$ cat config.mk
export PLATFORM = sky130hd
export DESIGN_NAME = ex_operand_stage_flat
export DESIGN_NICKNAME = d
export VERILOG_FILES = /design/src/rtl/ex_operand_stage_if.sv /design/src/rtl/ex_operand_stage.sv /design/src/flat_wrapper.sv
export SDC_FILE = /design/constraint.sdc
export NUM_CORES = 1
export LEC_CHECK = 0
export ABC_CLOCK_PERIOD_IN_PS = 5850
export CORE_MARGIN = 2
export CORE_UTILIZATION = 35
export CTS_BUF_LIST = sky130_fd_sc_hd__clkbuf_16
export DETAILED_ROUTE_END_ITERATION = 10
export PLACE_DENSITY = 0.69
export SLEW_MARGIN = 20
export SYNTH_ARGS = -nofsm -noshare
export SYNTH_HDL_FRONTEND = slang
export SYNTH_SLANG_ARGS = --single-unit
$ cat constraint.sdc
create_clock -name clk -period 5.85 [get_ports clk]
set_input_delay 1.4625 -clock clk [delete_from_list [all_inputs] [get_ports clk]]
set_output_delay 1.4625 -clock clk [all_outputs]
set_load 0.05 [all_outputs]
$ cat src/rtl/ex_operand_stage_if.sv
// Bus bundle between decode, the EX operand stage and the downstream EX/MEM and MEM/WB ports.
// master: the surrounding pipeline; slave: the operand stage itself.
interface ex_operand_stage_if #(
  parameter int unsigned WIDTH = 16,
  parameter int unsigned AW    = 3
);
  logic             stall;
  logic             flush;
  logic             id_valid;
  logic [WIDTH-1:0] id_rs_data;
  logic [WIDTH-1:0] id_rt_data;
  logic [WIDTH-1:0] id_imm;
  logic [AW-1:0]    id_rs_addr;
  logic [AW-1:0]    id_rt_addr;
  logic [AW-1:0]    id_rd_addr;
  logic             id_alu_src;
  logic [2:0]       id_alu_control;
  logic             id_reg_write;
  logic             id_mem_read;
  logic             id_mem_write;
  logic             exmem_reg_write;
  logic [AW-1:0]    exmem_rd_addr;
  logic [WIDTH-1:0] exmem_result;
  logic             memwb_reg_write;
  logic [AW-1:0]    memwb_rd_addr;
  logic [WIDTH-1:0] memwb_result;
  logic [WIDTH-1:0] alu_a;
  logic [WIDTH-1:0] alu_b;
  logic [2:0]       alu_control;
  logic             ex_valid;
  logic [AW-1:0]    ex_rd_addr;
  logic             ex_reg_write;
  logic             ex_mem_read;
  logic             ex_mem_write;
  logic [WIDTH-1:0] ex_store_data;
  logic             load_use_hazard;

  modport master (
    output stall, flush, id_valid, id_rs_data, id_rt_data, id_imm,
           id_rs_addr, id_rt_addr, id_rd_addr, id_alu_src, id_alu_control,
           id_reg_write, id_mem_read, id_mem_write,
           exmem_reg_write, exmem_rd_addr, exmem_result,
           memwb_reg_write, memwb_rd_addr, memwb_result,
    input  alu_a, alu_b, alu_control, ex_valid, ex_rd_addr,
           ex_reg_write, ex_mem_read, ex_mem_write, ex_store_data, load_use_hazard
  );

  modport slave (
    input  stall, flush, id_valid, id_rs_data, id_rt_data, id_imm,
           id_rs_addr, id_rt_addr, id_rd_addr, id_alu_src, id_alu_control,
           id_reg_write, id_mem_read, id_mem_write,
           exmem_reg_write, exmem_rd_addr, exmem_result,
           memwb_reg_write, memwb_rd_addr, memwb_result,
    output alu_a, alu_b, alu_control, ex_valid, ex_rd_addr,
           ex_reg_write, ex_mem_read, ex_mem_write, ex_store_data, load_use_hazard
  );
endinterface

$ cat src/rtl/ex_operand_stage.sv
// ID/EX pipeline register with EX/MEM and MEM/WB operand forwarding and load-use bubble insertion.
// Feeds the 16-bit ALU and the control that continues into EX/MEM.
module ex_operand_stage #(
  parameter int unsigned WIDTH = 16,
  parameter int unsigned AW    = 3
) (
  input logic                clk,
  input logic                reset_n,
  ex_operand_stage_if.slave  io_bus
);

  logic             r_valid;
  logic [AW-1:0]    r_rs_addr;
  logic [AW-1:0]    r_rt_addr;
  logic [AW-1:0]    r_rd_addr;
  logic [WIDTH-1:0] r_rs_data;
  logic [WIDTH-1:0] r_rt_data;
  logic [WIDTH-1:0] r_imm;
  logic             r_alu_src;
  logic [2:0]       r_alu_control;
  logic             r_reg_write;
  logic             r_mem_read;
  logic             r_mem_write;

  logic             w_load_use;
  logic             w_bubble;
  logic             w_cap_rs_wb;
  logic             w_cap_rt_wb;
  logic             w_hold_rs_wb;
  logic             w_hold_rt_wb;
  logic [WIDTH-1:0] w_fwd_rs;
  logic [WIDTH-1:0] w_fwd_rt;

  // Load in EX whose destination is read by the instruction in decode. rt only counts when
  // it is actually consumed: as ALU b (alu_src = 0) or as store data.
  assign w_load_use = r_valid && r_mem_read && io_bus.id_valid && (r_rd_addr != '0) &&
                      ((r_rd_addr == io_bus.id_rs_addr) ||
                       ((r_rd_addr == io_bus.id_rt_addr) &&
                        (!io_bus.id_alu_src || io_bus.id_mem_write)));

  // Stall outranks the hazard; the hazard is re-evaluated once stall drops.
  assign w_bubble = io_bus.flush || (!io_bus.stall && w_load_use);

  // MEM/WB write landing in the register file this cycle is not yet visible on the read ports.
  assign w_cap_rs_wb = io_bus.memwb_reg_write && (io_bus.id_rs_addr != '0) &&
                       (io_bus.memwb_rd_addr == io_bus.id_rs_addr);
  assign w_cap_rt_wb = io_bus.memwb_reg_write && (io_bus.id_rt_addr != '0) &&
                       (io_bus.memwb_rd_addr == io_bus.id_rt_addr);

  assign w_hold_rs_wb = io_bus.memwb_reg_write && (r_rs_addr != '0) &&
                        (io_bus.memwb_rd_addr == r_rs_addr);
  assign w_hold_rt_wb = io_bus.memwb_reg_write && (r_rt_addr != '0) &&
                        (io_bus.memwb_rd_addr == r_rt_addr);

  always_ff @(posedge clk or negedge reset_n) begin
    if (!reset_n) begin
      r_valid       <= 1'b0;
      r_rs_addr     <= '0;
      r_rt_addr     <= '0;
      r_rd_addr     <= '0;
      r_rs_data     <= '0;
      r_rt_data     <= '0;
      r_imm         <= '0;
      r_alu_src     <= 1'b0;
      r_alu_control <= 3'b000;
      r_reg_write   <= 1'b0;
      r_mem_read    <= 1'b0;
      r_mem_write   <= 1'b0;
    end else if (w_bubble) begin
      r_valid       <= 1'b0;
      r_rs_addr     <= '0;
      r_rt_addr     <= '0;
      r_rd_addr     <= '0;
      r_rs_data     <= '0;
      r_rt_data     <= '0;
      r_imm         <= '0;
      r_alu_src     <= 1'b0;
      r_alu_control <= 3'b000;
      r_reg_write   <= 1'b0;
      r_mem_read    <= 1'b0;
      r_mem_write   <= 1'b0;
    end else if (io_bus.stall) begin
      // Held operands absorb a value retiring during the stall.
      if (w_hold_rs_wb) r_rs_data <= io_bus.memwb_result;
      if (w_hold_rt_wb) r_rt_data <= io_bus.memwb_result;
    end else begin
      r_valid       <= io_bus.id_valid;
      r_rs_addr     <= io_bus.id_rs_addr;
      r_rt_addr     <= io_bus.id_rt_addr;
      r_rd_addr     <= io_bus.id_rd_addr;
      r_rs_data     <= w_cap_rs_wb ? io_bus.memwb_result : io_bus.id_rs_data;
      r_rt_data     <= w_cap_rt_wb ? io_bus.memwb_result : io_bus.id_rt_data;
      r_imm         <= io_bus.id_imm;
      r_alu_src     <= io_bus.id_alu_src;
      r_alu_control <= io_bus.id_alu_control & {3{io_bus.id_valid}};
      r_reg_write   <= io_bus.id_reg_write & io_bus.id_valid;
      r_mem_read    <= io_bus.id_mem_read & io_bus.id_valid;
      r_mem_write   <= io_bus.id_mem_write & io_bus.id_valid;
    end
  end

  // EX/MEM is the younger producer, so it wins over MEM/WB; r0 is never forwarded.
  always_comb begin
    w_fwd_rs = r_rs_data;
    if (r_rs_addr != '0) begin
      if (io_bus.exmem_reg_write && (io_bus.exmem_rd_addr == r_rs_addr)) begin
        w_fwd_rs = io_bus.exmem_result;
      end else if (io_bus.memwb_reg_write && (io_bus.memwb_rd_addr == r_rs_addr)) begin
        w_fwd_rs = io_bus.memwb_result;
      end
    end
  end

  always_comb begin
    w_fwd_rt = r_rt_data;
    if (r_rt_addr != '0) begin
      if (io_bus.exmem_reg_write && (io_bus.exmem_rd_addr == r_rt_addr)) begin
        w_fwd_rt = io_bus.exmem_result;
      end else if (io_bus.memwb_reg_write && (io_bus.memwb_rd_addr == r_rt_addr)) begin
        w_fwd_rt = io_bus.memwb_result;
      end
    end
  end

  assign io_bus.alu_a           = w_fwd_rs;
  assign io_bus.alu_b           = r_alu_src ? r_imm : w_fwd_rt;
  assign io_bus.ex_store_data   = w_fwd_rt;
  assign io_bus.alu_control     = r_alu_control;
  assign io_bus.ex_valid        = r_valid;
  assign io_bus.ex_rd_addr      = r_rd_addr;
  assign io_bus.ex_reg_write    = r_reg_write & r_valid;
  assign io_bus.ex_mem_read     = r_mem_read & r_valid;
  assign io_bus.ex_mem_write    = r_mem_write & r_valid;
  assign io_bus.load_use_hazard = w_load_use;

endmodule

$ cat src/flat_wrapper.sv
// flat-port wrapper written by rule: the top's interface ports become plain ports
module ex_operand_stage_flat 
#(
  parameter int unsigned WIDTH = 16,
  parameter int unsigned AW    = 3
)
  (clk, reset_n, io_bus_stall, io_bus_flush, io_bus_id_valid, io_bus_id_rs_data, io_bus_id_rt_data, io_bus_id_imm, io_bus_id_rs_addr, io_bus_id_rt_addr, io_bus_id_rd_addr, io_bus_id_alu_src, io_bus_id_alu_control, io_bus_id_reg_write, io_bus_id_mem_read, io_bus_id_mem_write, io_bus_exmem_reg_write, io_bus_exmem_rd_addr, io_bus_exmem_result, io_bus_memwb_reg_write, io_bus_memwb_rd_addr, io_bus_memwb_result, io_bus_alu_a, io_bus_alu_b, io_bus_alu_control, io_bus_ex_valid, io_bus_ex_rd_addr, io_bus_ex_reg_write, io_bus_ex_mem_read, io_bus_ex_mem_write, io_bus_ex_store_data, io_bus_load_use_hazard);
  ex_operand_stage_if #(.WIDTH(WIDTH), .AW(AW)) io_bus_i ();
  input logic clk;
  input logic reset_n;
  input wire logic [$bits(io_bus_i.stall)-1:0] io_bus_stall;
  input wire logic [$bits(io_bus_i.flush)-1:0] io_bus_flush;
  input wire logic [$bits(io_bus_i.id_valid)-1:0] io_bus_id_valid;
  input wire logic [$bits(io_bus_i.id_rs_data)-1:0] io_bus_id_rs_data;
  input wire logic [$bits(io_bus_i.id_rt_data)-1:0] io_bus_id_rt_data;
  input wire logic [$bits(io_bus_i.id_imm)-1:0] io_bus_id_imm;
  input wire logic [$bits(io_bus_i.id_rs_addr)-1:0] io_bus_id_rs_addr;
  input wire logic [$bits(io_bus_i.id_rt_addr)-1:0] io_bus_id_rt_addr;
  input wire logic [$bits(io_bus_i.id_rd_addr)-1:0] io_bus_id_rd_addr;
  input wire logic [$bits(io_bus_i.id_alu_src)-1:0] io_bus_id_alu_src;
  input wire logic [$bits(io_bus_i.id_alu_control)-1:0] io_bus_id_alu_control;
  input wire logic [$bits(io_bus_i.id_reg_write)-1:0] io_bus_id_reg_write;
  input wire logic [$bits(io_bus_i.id_mem_read)-1:0] io_bus_id_mem_read;
  input wire logic [$bits(io_bus_i.id_mem_write)-1:0] io_bus_id_mem_write;
  input wire logic [$bits(io_bus_i.exmem_reg_write)-1:0] io_bus_exmem_reg_write;
  input wire logic [$bits(io_bus_i.exmem_rd_addr)-1:0] io_bus_exmem_rd_addr;
  input wire logic [$bits(io_bus_i.exmem_result)-1:0] io_bus_exmem_result;
  input wire logic [$bits(io_bus_i.memwb_reg_write)-1:0] io_bus_memwb_reg_write;
  input wire logic [$bits(io_bus_i.memwb_rd_addr)-1:0] io_bus_memwb_rd_addr;
  input wire logic [$bits(io_bus_i.memwb_result)-1:0] io_bus_memwb_result;
  output wire logic [$bits(io_bus_i.alu_a)-1:0] io_bus_alu_a;
  output wire logic [$bits(io_bus_i.alu_b)-1:0] io_bus_alu_b;
  output wire logic [$bits(io_bus_i.alu_control)-1:0] io_bus_alu_control;
  output wire logic [$bits(io_bus_i.ex_valid)-1:0] io_bus_ex_valid;
  output wire logic [$bits(io_bus_i.ex_rd_addr)-1:0] io_bus_ex_rd_addr;
  output wire logic [$bits(io_bus_i.ex_reg_write)-1:0] io_bus_ex_reg_write;
  output wire logic [$bits(io_bus_i.ex_mem_read)-1:0] io_bus_ex_mem_read;
  output wire logic [$bits(io_bus_i.ex_mem_write)-1:0] io_bus_ex_mem_write;
  output wire logic [$bits(io_bus_i.ex_store_data)-1:0] io_bus_ex_store_data;
  output wire logic [$bits(io_bus_i.load_use_hazard)-1:0] io_bus_load_use_hazard;
  assign io_bus_i.stall = io_bus_stall;
  assign io_bus_i.flush = io_bus_flush;
  assign io_bus_i.id_valid = io_bus_id_valid;
  assign io_bus_i.id_rs_data = io_bus_id_rs_data;
  assign io_bus_i.id_rt_data = io_bus_id_rt_data;
  assign io_bus_i.id_imm = io_bus_id_imm;
  assign io_bus_i.id_rs_addr = io_bus_id_rs_addr;
  assign io_bus_i.id_rt_addr = io_bus_id_rt_addr;
  assign io_bus_i.id_rd_addr = io_bus_id_rd_addr;
  assign io_bus_i.id_alu_src = io_bus_id_alu_src;
  assign io_bus_i.id_alu_control = io_bus_id_alu_control;
  assign io_bus_i.id_reg_write = io_bus_id_reg_write;
  assign io_bus_i.id_mem_read = io_bus_id_mem_read;
  assign io_bus_i.id_mem_write = io_bus_id_mem_write;
  assign io_bus_i.exmem_reg_write = io_bus_exmem_reg_write;
  assign io_bus_i.exmem_rd_addr = io_bus_exmem_rd_addr;
  assign io_bus_i.exmem_result = io_bus_exmem_result;
  assign io_bus_i.memwb_reg_write = io_bus_memwb_reg_write;
  assign io_bus_i.memwb_rd_addr = io_bus_memwb_rd_addr;
  assign io_bus_i.memwb_result = io_bus_memwb_result;
  assign io_bus_alu_a = io_bus_i.alu_a;
  assign io_bus_alu_b = io_bus_i.alu_b;
  assign io_bus_alu_control = io_bus_i.alu_control;
  assign io_bus_ex_valid = io_bus_i.ex_valid;
  assign io_bus_ex_rd_addr = io_bus_i.ex_rd_addr;
  assign io_bus_ex_reg_write = io_bus_i.ex_reg_write;
  assign io_bus_ex_mem_read = io_bus_i.ex_mem_read;
  assign io_bus_ex_mem_write = io_bus_i.ex_mem_write;
  assign io_bus_ex_store_data = io_bus_i.ex_store_data;
  assign io_bus_load_use_hazard = io_bus_i.load_use_hazard;
  ex_operand_stage #(.WIDTH(WIDTH), .AW(AW)) u_core (.clk(clk), .reset_n(reset_n), .io_bus(io_bus_i));
endmodule
# After elaboration in Yosys (flattened, before gate mapping)

Cells that the tools add are included.

Bits in registers: 65
Input bits: 109
Output and inout bits: 59
Word-level logic and storage cells: 93

Equal/unequal tests: 11
Mux-type cells: 35
Bitwise logic cells: 7
Reduce and logical (&&, ||, !) cells: 28

Operators with widths:

| cell                                                                    | number |
|---|---|
| 16-bit two-way mux                                                      | 17 |
| 3-bit equality test                                                     | 8 |
| 3-bit two-way mux                                                       | 8 |
| 1-bit logical AND                                                       | 18 |
| 3-bit nonzero test                                                      | 5 |
| 1-bit two-way mux                                                       | 10 |
| 1-bit AND                                                               | 6 |
| 3-bit by 1-bit inequality test with 1-bit output, second input constant | 2 |
| 3-bit AND                                                               | 1 |
| 1-bit logical OR                                                        | 3 |
| 1-bit logical NOT                                                       | 2 |
| 2-bit by 1-bit inequality test with 1-bit output, second input constant | 1 |

# Logic depth before layout (Yosys ltp)

Gate-level depths: netlist of the first run.

Depth in word-level cells: 8
Mapped depth: 7
Mapped depth without buffers: 5

# Worst setup path after synthesis of the first run

Ideal clock, no wire load.

Path kind: input port to output port
From: input io_bus_exmem_rd_addr[1]
To: output io_bus_alu_a[10]
Data arrival time: 3.390 ns
Data required time: 4.388 ns
Slack: 0.998 ns
Stages: 6
Path buffers: 1
Path through: xnor2_1 nand4_1 a21oi_1 clkbuf_1 nor2_1 a21oi_1

Cells in the longest elaborated chain, start to end: 4

Ends and longest elaborated chain:

| element             | line                    | source |
|---|---|---|
| start, declared     | flat_wrapper.sv:26      | `input wire logic [$bits(io_bus_i.exmem_rd_addr)-1:0] io_bus_exmem_rd_addr;` |
| 3-bit equality test | ex_operand_stage.sv:106 | `if (io_bus.exmem_reg_write && (io_bus.exmem_rd_addr == r_rs_addr)) begin` |
| 1-bit logical AND   | ex_operand_stage.sv:106 |  |
| 16-bit two-way mux  | ex_operand_stage.sv:106 |  |
| 16-bit two-way mux  | ex_operand_stage.sv:105 | `if (r_rs_addr != '0) begin` |
| end, declared       | flat_wrapper.sv:31      | `output wire logic [$bits(io_bus_i.alu_a)-1:0] io_bus_alu_a;` |

No other way between the ends.

# Worst setup path after layout of the first run

From: input io_bus_exmem_rd_addr[0]
To: output io_bus_alu_a[3]

The elaborated chain is that of the path after synthesis.

==> key figures, run 1 <==
Run status
  – Status: finished with violations
  – Failing checks: DRC

Pwr
  – P_leak: around 2.9 nW
  – Peak supply drop: 114 µV
  – PwrDens: 262 nW/µm²

STA
  – Final period utilization: about nine tenths
  – Setup Viol. Count Final: 0
  – Final slew viol count: 0
  – Post-layout min period: 5.26 ns
  – RSZ-0062 raised after global routing: no
  – Fin. Hold Viols: 0
  – Rel. slew slack: between 20% and 30%
  – Clock skew: approximately 0.0084 ns
  – Hold Slack: ~0.48 ns
  – Min setup slack post-route: roughly 0.59 ns
  – Fin Setup TNS: 0 ns
  – Worst slew pin tran: between 1 and 1.5 ns
  – Fmax: roughly 190 MHz

Route
  – Iteration-0 DRC Markers: 251
  – Number of routed nets with antenna violations: 0
  – Via count: a little over 4k
  – Post-route DRC: 10
  – 1st-pass router iterations: 8
  – Routed WL: around 16000 µm
  – Drt via density: 5.65
  – Wirelength per Cell: roughly 21 µm

Finish
  – Area occupied by multi-input gates: 2400 µm²
  – Core Util, Final: 58.7%
  – Storage cell area: 1630 µm²
  – Commonest cells after routing, fill and taps aside: clkdlybuf4s50_1 (118), dfrtp_1 (65), buf_12 (48)
  – Layout fillers: around 1000
  – Area Overhead vs Synth: 62.7%
  – Most common library cell in the layout ignoring fill and taps: clkdlybuf4s50_1
  – Layout cells sized above 1: 21.0%
  – Nets: approximately 700
  – ANT cells: 0

Synthesis
  – Syn_nets: about 530
  – Largest family of logic cells by synthesized area: compound AO/OA/AOI/OAI gates
  – Simple-Gate Fraction of Synth Area: roughly 14%
  – Count of flip-flops with a built-in enable after synthesis: 0
  – Synth Area in XOR/XNOR: 5.18%
  – Seq/Total Area, Yosys: between 30 and 40%
  – Synth Cell Area: 4160 µm²
  – Compound-Gate Fraction of Synth Area: 21.0%
  – Yosys cell types: 42
  – #FFs+latches synth: 65
  – Post-Synth Adder-Cell Area: 0%
  – Syn Area/Cell: around 10 µm²
  – Asr flop ratio synth: 100%
  – Synth Instances: 420
  – Top_reg_cell synth: dfrtp_1
  – Yosys warning count: 0
  – Post-synthesis mux area share: between 15 and 20%

Clock tree
  – Postcts setup bufs: 0
  – CTS Buffer Depth: 2
  – Worst-Skew Late Latency: between 0.3 and 0.4 ns
  – CTS Hold Bufs: 0
  – Clock-pin slew on the worst setup and hold paths: about 0.06 ns
  – Htree depth: 3
  – CTS root buf: clkbuf_16
  – Post-CTS sizing: 0
  – CTS Buf Count: 9
  – CTS tree: built
  – CTS Sinks: 65

Floorplan
  – Total die area: approximately 13000 µm²
  – Core ar.: about 12000 µm²
  – I/O Pins: roughly 170
  – Height of the chip: roughly 110 µm
  – Row cnt: 39
  – Die Wd: about 110 µm
  – Starting Density: between 30 and 40%

GRT
  – GRT overflow: 0
  – Vias in the first global route: around 4.3k
  – First-pass GRT wire length: around 24000 µm
  – GRT Util Overall: between 20% and 30%
  – Initial antenna violation count: 0
  – Largest net degree at the start of global routing: between 60 and 70

Setup path
  – WS Path Type: input port to output port
  – Reg-to-Reg Start: u_core.io_bus.ex_rd_addr[1]
  – Worst endpoint required time: around 4.4 ns
  – Slowest CP cell: nand2_1
  – Worst stage delay on the critical path: 0.58 ns
  – CP Launch Type: input port
  – Critical path arrival: around 3.8 ns
  – CP Launch Point: io_bus_exmem_rd_addr[0]
  – Critical-path maximum fanout: 16
  – Crit-path leading delay family: buffers and inverters
  – Crit end category: output port
  – Buffers & Inverters on Critical Path: 3
  – CP cell instances: clkdlybuf4s50_1, xnor2_1, nand4_1, buf_4, nand2_1, o22ai_1, a21oi_1, buf_12

Place
  – Post-DP HPWL: between 10000 and 15000 µm
  – Dpl ws: about 0.60 ns
  – Gpl congestion: 0.855
  – Number of port buffers: approximately 170

Hold path
  – Hold Startpoint: u_core.r_rs_data[12]
  – Type of the most critical hold path: flip-flop to flip-flop

Job
  – Max-Cap Viols: 0
[registers in the layout, indices dropped and copies added (netlist names)]
register	flops
u_core.r_rs_addr	3
u_core.r_alu_src	1
u_core.r_rs_data	16
u_core.r_imm	16
u_core.r_reg_write	1
u_core.r_rt_data	16
u_core.io_bus.ex_rd_addr	3
u_core.io_bus.alu_control	3
u_core.io_bus.ex_valid	1
u_core.r_rt_addr	3
u_core.r_mem_read	1
u_core.r_mem_write	1
[synthesized netlist by cell type (2+ instances only)]
library cell | number | area, µm²
o22a_1 | 16 | 140
a22o_1 | 24 | 210
o22ai_1 | 16 | 100
a41o_1 | 2 | 20.0
xnor2_1 | 15 | 131
and2_1 | 3 | 18.8
buf_6 | 2 | 22.5
xnor2_2 | 3 | 48.8
clkbuf_1 | 19 | 71.3
nor2_1 | 20 | 75.1
mux2i_1 | 32 | 320
mux2_4 | 10 | 150
buf_2 | 9 | 45.0
dfrtp_1 | 65 | 1630
nand4_1 | 18 | 113
mux2_2 | 22 | 248
o21bai_1 | 2 | 15.0
o21ai_0 | 17 | 85.1
nor3_1 | 2 | 10.0
xor2_1 | 4 | 35.0
a32o_1 | 6 | 60.1
o21ai_1 | 15 | 75.1
nor2b_1 | 17 | 106
a21oi_1 | 22 | 110
nand2b_1 | 4 | 25.0
nand2_1 | 39 | 146
[metal layers]
| metal | up-vias | track usage (%) | part of all wire [%] |
|---|---|---|---|
| met5 | - | 0 | 0 |
| met1 | 2014 | 30.6 | 41 |
| met3 | 27 | 5.25 | 7.4 |
| met2 | 184 | 41.3 | 49 |
| li1 | 1890 | - | - |
| met4 | 0 | 11.0 | 2.8 |
[area by class of cell]
cell class / count / share of cell area, %
Tap cell: 143 / 2.64
Timing Repair Buffer: 180 / 33.2
Inverter: 1 / 0.0555
Clock inverter: 7 / 1.28
Sequential cell: 65 / 24.0
Multi-Input combinational cell: 323 / 35.5
Clock buffer: 9 / 3.33
[kinds of logic after synthesis]
family                 after synthesis
AO/OA/AOI/OAI                      126
XOR/XNOR                            22
buffers and inverters               32
flip-flops                          65
multiplexers                        64
AND/OR/NAND/NOR                    111
[where the power goes]
part	leakage, nW	switching, mW	internal, mW	total [mW]
sequential	0.855	0.0264	0.482	0.508
combinational	1.84	0.368	0.329	0.697
clock	0.156	0.199	0.369	0.568
total	2.85	0.593	1.18	1.77
[per-stage QoR]
step / total power, mW / cells / area, µm²
2_1_floorplan: 0.852 / 420 / 4160
3_3_place_gp: 1.21 / 712 / 6450
3_5_place_dp: 1.21 / 712 / 6450
4_1_cts: 1.78 / 728 / 6770
5_1_grt: 1.84 / 728 / 6770
6_report: 1.77 / 728 / 6770
[final timing paths]
check / endpoint / slack, ns / cells past startpoint
max reg2reg: u_core.r_mem_read / 3.37 / 5
min: u_core.r_rs_data[12] / 0.48 / 2
min reg2reg: u_core.r_rs_data[12] / 0.48 / 2
min in group asynchronous: u_core.r_rt_data[4] / 1.31 / 2
max: io_bus_alu_a[3] / 0.59 / 8
max in group asynchronous: u_core.r_imm[2] / 3.95 / 2
[worst min-delay path: stages (launching register included)]
cell and delay (ns):
dfrtp_1 0.34, nand2_1 0.05, o21ai_0 0.06
(Power assumes the default switching activity.)
==> inputs of run 2 (changes only) <==
CORE_UTILIZATION = 47   (was 35)
PLACE_DENSITY = 0.88   (was 0.69)
SLEW_MARGIN = 40   (was 20)
==> key figures, run 2 (synthesis results as in run 1) <==
GRT
  – GRT overflow: 0 (unchanged)
  – Vias in the first global route: 4533 (was 4313)
  – First-pass GRT wire length: 23600 µm (was 24000 µm)
  – Largest net degree at the start of global routing: 66 (unchanged)
  – GRT Util Overall: 31.1% (was 24.6%)
  – Initial antenna violation count: 0 (unchanged)

Finish
  – Core Util, Final: 77.7% (was 58.7%)
  – Nets: 686 (was 689)
  – Storage cell area: 1630 µm² (unchanged)
  – Post-Layout Cell Count: 690 (was 728)
  – Commonest cells after routing, fill and taps aside: clkdlybuf4s50_1 (118), dfrtp_1 (65), buf_12 (48) (unchanged)
  – Design area: 6710 µm² (was 6770 µm²)
  – Biggest regs: u_core.r_imm: 16 flops, u_core.r_rs_data: 16 flops, u_core.r_rt_data: 16 flops (unchanged)
  – Most common library cell in the layout ignoring fill and taps: clkdlybuf4s50_1 (unchanged)
  – Area occupied by multi-input gates: 2400 µm² (about the same)
  – ANT cells: 0 (unchanged)
  – Area Overhead vs Synth: 61.3% (was 62.7%)
  – Layout cells sized above 1: 20.6% (was 21.0%)
  – Layout fillers: 568 (was 981)

Floorplan
  – Starting Density: 48.1% (was 36.1%)
  – Height of the chip: 98.1 µm (was 113 µm)
  – Die Wd: 98.1 µm (was 113 µm)
  – I/O Pins: 168 (unchanged)
  – Total die area: 9610 µm² (was 12800 µm²)
  – Row cnt: 34 (was 39)
  – Core ar.: 8640 µm² (was 11500 µm²)

STA
  – Worst slew pin tran: 0.806 ns (was 1.16 ns)
  – Setup Viol. Count Final: 0 (unchanged)
  – Final period utilization: 91.2% (was 89.8%)
  – Clock skew: 0.00316 ns (was 0.00839 ns)
  – RSZ-0062 raised after global routing: no (unchanged)
  – Fmax: 187 MHz (was 190 MHz)
  – Final slew viol count: 0 (unchanged)
  – Hold Slack: 0.482 ns (was 0.484 ns)
  – Min setup slack post-route: 0.516 ns (was 0.594 ns)
  – Rel. slew slack: 46.3% (was 22.6%)
  – Post-layout min period: 5.33 ns (was 5.26 ns)
  – Fin Setup TNS: 0 ns (unchanged)
  – Fin. Hold Viols: 0 (unchanged)

Clock tree
  – CTS Sinks: 65 (unchanged)
  – CTS root buf: clkbuf_16 (unchanged)
  – Postcts setup bufs: 0 (unchanged)
  – Post-CTS sizing: 0 (unchanged)
  – CTS Buf Count: 9 (unchanged)
  – CTS Hold Bufs: 0 (unchanged)
  – CTS Buffer Depth: 2 (unchanged)
  – Htree depth: 3 (unchanged)
  – Clock-pin slew on the worst setup and hold paths: 0.05 ns (was 0.06 ns)
  – CTS tree: built (unchanged)
  – Worst-Skew Late Latency: 0.33 ns (was 0.34 ns)

Setup path
  – Critical-path maximum fanout: 10 (was 16)
  – R2R depth: 5 (unchanged)
  – Worst endpoint required time: 4.39 ns (about the same)
  – Reg-to-Reg Start: u_core.r_rt_addr[2] (was u_core.io_bus.ex_rd_addr[1])
  – CP Launch Type: input port (unchanged)
  – Worst R2R End: u_core.r_rt_data[13] (was u_core.r_mem_read)
  – Critical path arrival: 3.87 ns (was 3.79 ns)
  – WS Path Type: input port to output port (unchanged)
  – Worst R2R Setup Slack: 3.52 ns (was 3.37 ns)
  – Crit end category: output port (unchanged)

Pwr
  – P_leak: 2.84 nW (was 2.85 nW)
  – Design Power: 1.78 mW (was 1.77 mW)
  – PwrDens: 265 nW/µm² (was 262 nW/µm²)
  – Peak supply drop: 160 µV (was 114 µV)

Place
  – Placed Area: 6390 µm² (was 6450 µm²)
  – Post-DP HPWL: 10800 µm (was 11400 µm)
  – Number of port buffers: 167 (unchanged)
  – Gpl congestion: 0.901 (was 0.855)
  – Placed instance count: 674 (was 712)
  – Dpl ws: 0.600 ns (was 0.595 ns)

Hold path
  – Type of the most critical hold path: flip-flop to flip-flop (unchanged)
  – Hold path endpoint: u_core.r_rs_data[0] (was u_core.r_rs_data[12])
  – Hold Path Cell Cnt: 2 (unchanged)
  – Hold Startpoint: u_core.r_rs_data[0] (was u_core.r_rs_data[12])

Route
  – Iteration-0 DRC Markers: 318 (was 251)
  – Routed WL: 14900 µm (was 15500 µm)
  – 1st-pass router iterations: 5 (was 8)
  – Via count: 4234 (was 4115)
  – Number of routed nets with antenna violations: 0 (unchanged)
  – Post-route DRC: 0 (was 10)
  – Wirelength per Cell: 21.5 µm (was 21.3 µm)
  – Drt via density: 6.14 (was 5.65)

Job
  – Max-Cap Viols: 0 (unchanged)

Run status
  – Status: finished clean (was finished with violations)
[run 2: routing by layer]
layer  vias up  global-route usage, %  routed length (µm)  share of wire (%)
met3        37                   9.45                1540                 10
met4         0                   10.5                 380                2.6
li1       1881                      -                   -                  -
met1      2034                   38.4                5670                 38
met2       282                   51.9                7260                 49
met5         -                      0                   0                  0
[run 2: worst max path at each step]
stage                                       start               end  slack, ns  cells after the start
after floorplan           io_bus_exmem_rd_addr[1]  io_bus_alu_a[10]        1.0                      6
after global placement    io_bus_memwb_rd_addr[2]   io_bus_alu_b[9]       0.65                      8
after detailed placement  io_bus_memwb_rd_addr[2]  io_bus_alu_b[10]       0.60                      8
after CTS                 io_bus_memwb_rd_addr[2]   io_bus_alu_b[9]       0.55                      8
after global routing      io_bus_memwb_rd_addr[2]   io_bus_alu_b[9]       0.42                      8
final                     io_bus_memwb_rd_addr[2]   io_bus_alu_b[9]       0.52                      8
[run 2: final cells by class]
cell class | count | area share (%)
Multi-Input combinational cell | 323 | 35.9
Inverter | 1 | 0.0560
Sequential cell | 65 | 24.2
Timing Repair Buffer | 177 | 33.2
Clock buffer | 9 | 3.36
Clock inverter | 7 | 1.29
Tap cell | 108 | 2.01
[run 2: worst max-delay path, stage by stage]
cell and delay (ns):
clkdlybuf4s50_1 0.56, xnor2_2 0.48, buf_4 0.25, nand4_1 0.10
mux2_4 0.28, o22a_1 0.26, mux2_2 0.32, buf_12 0.15
[run 2: report_power, final]
part | leakage [nW] | total [mW] | internal [mW] | switching, mW
combinational | 1.83 | 0.696 | 0.328 | 0.368
sequential | 0.855 | 0.510 | 0.482 | 0.0279
clock | 0.158 | 0.570 | 0.369 | 0.201
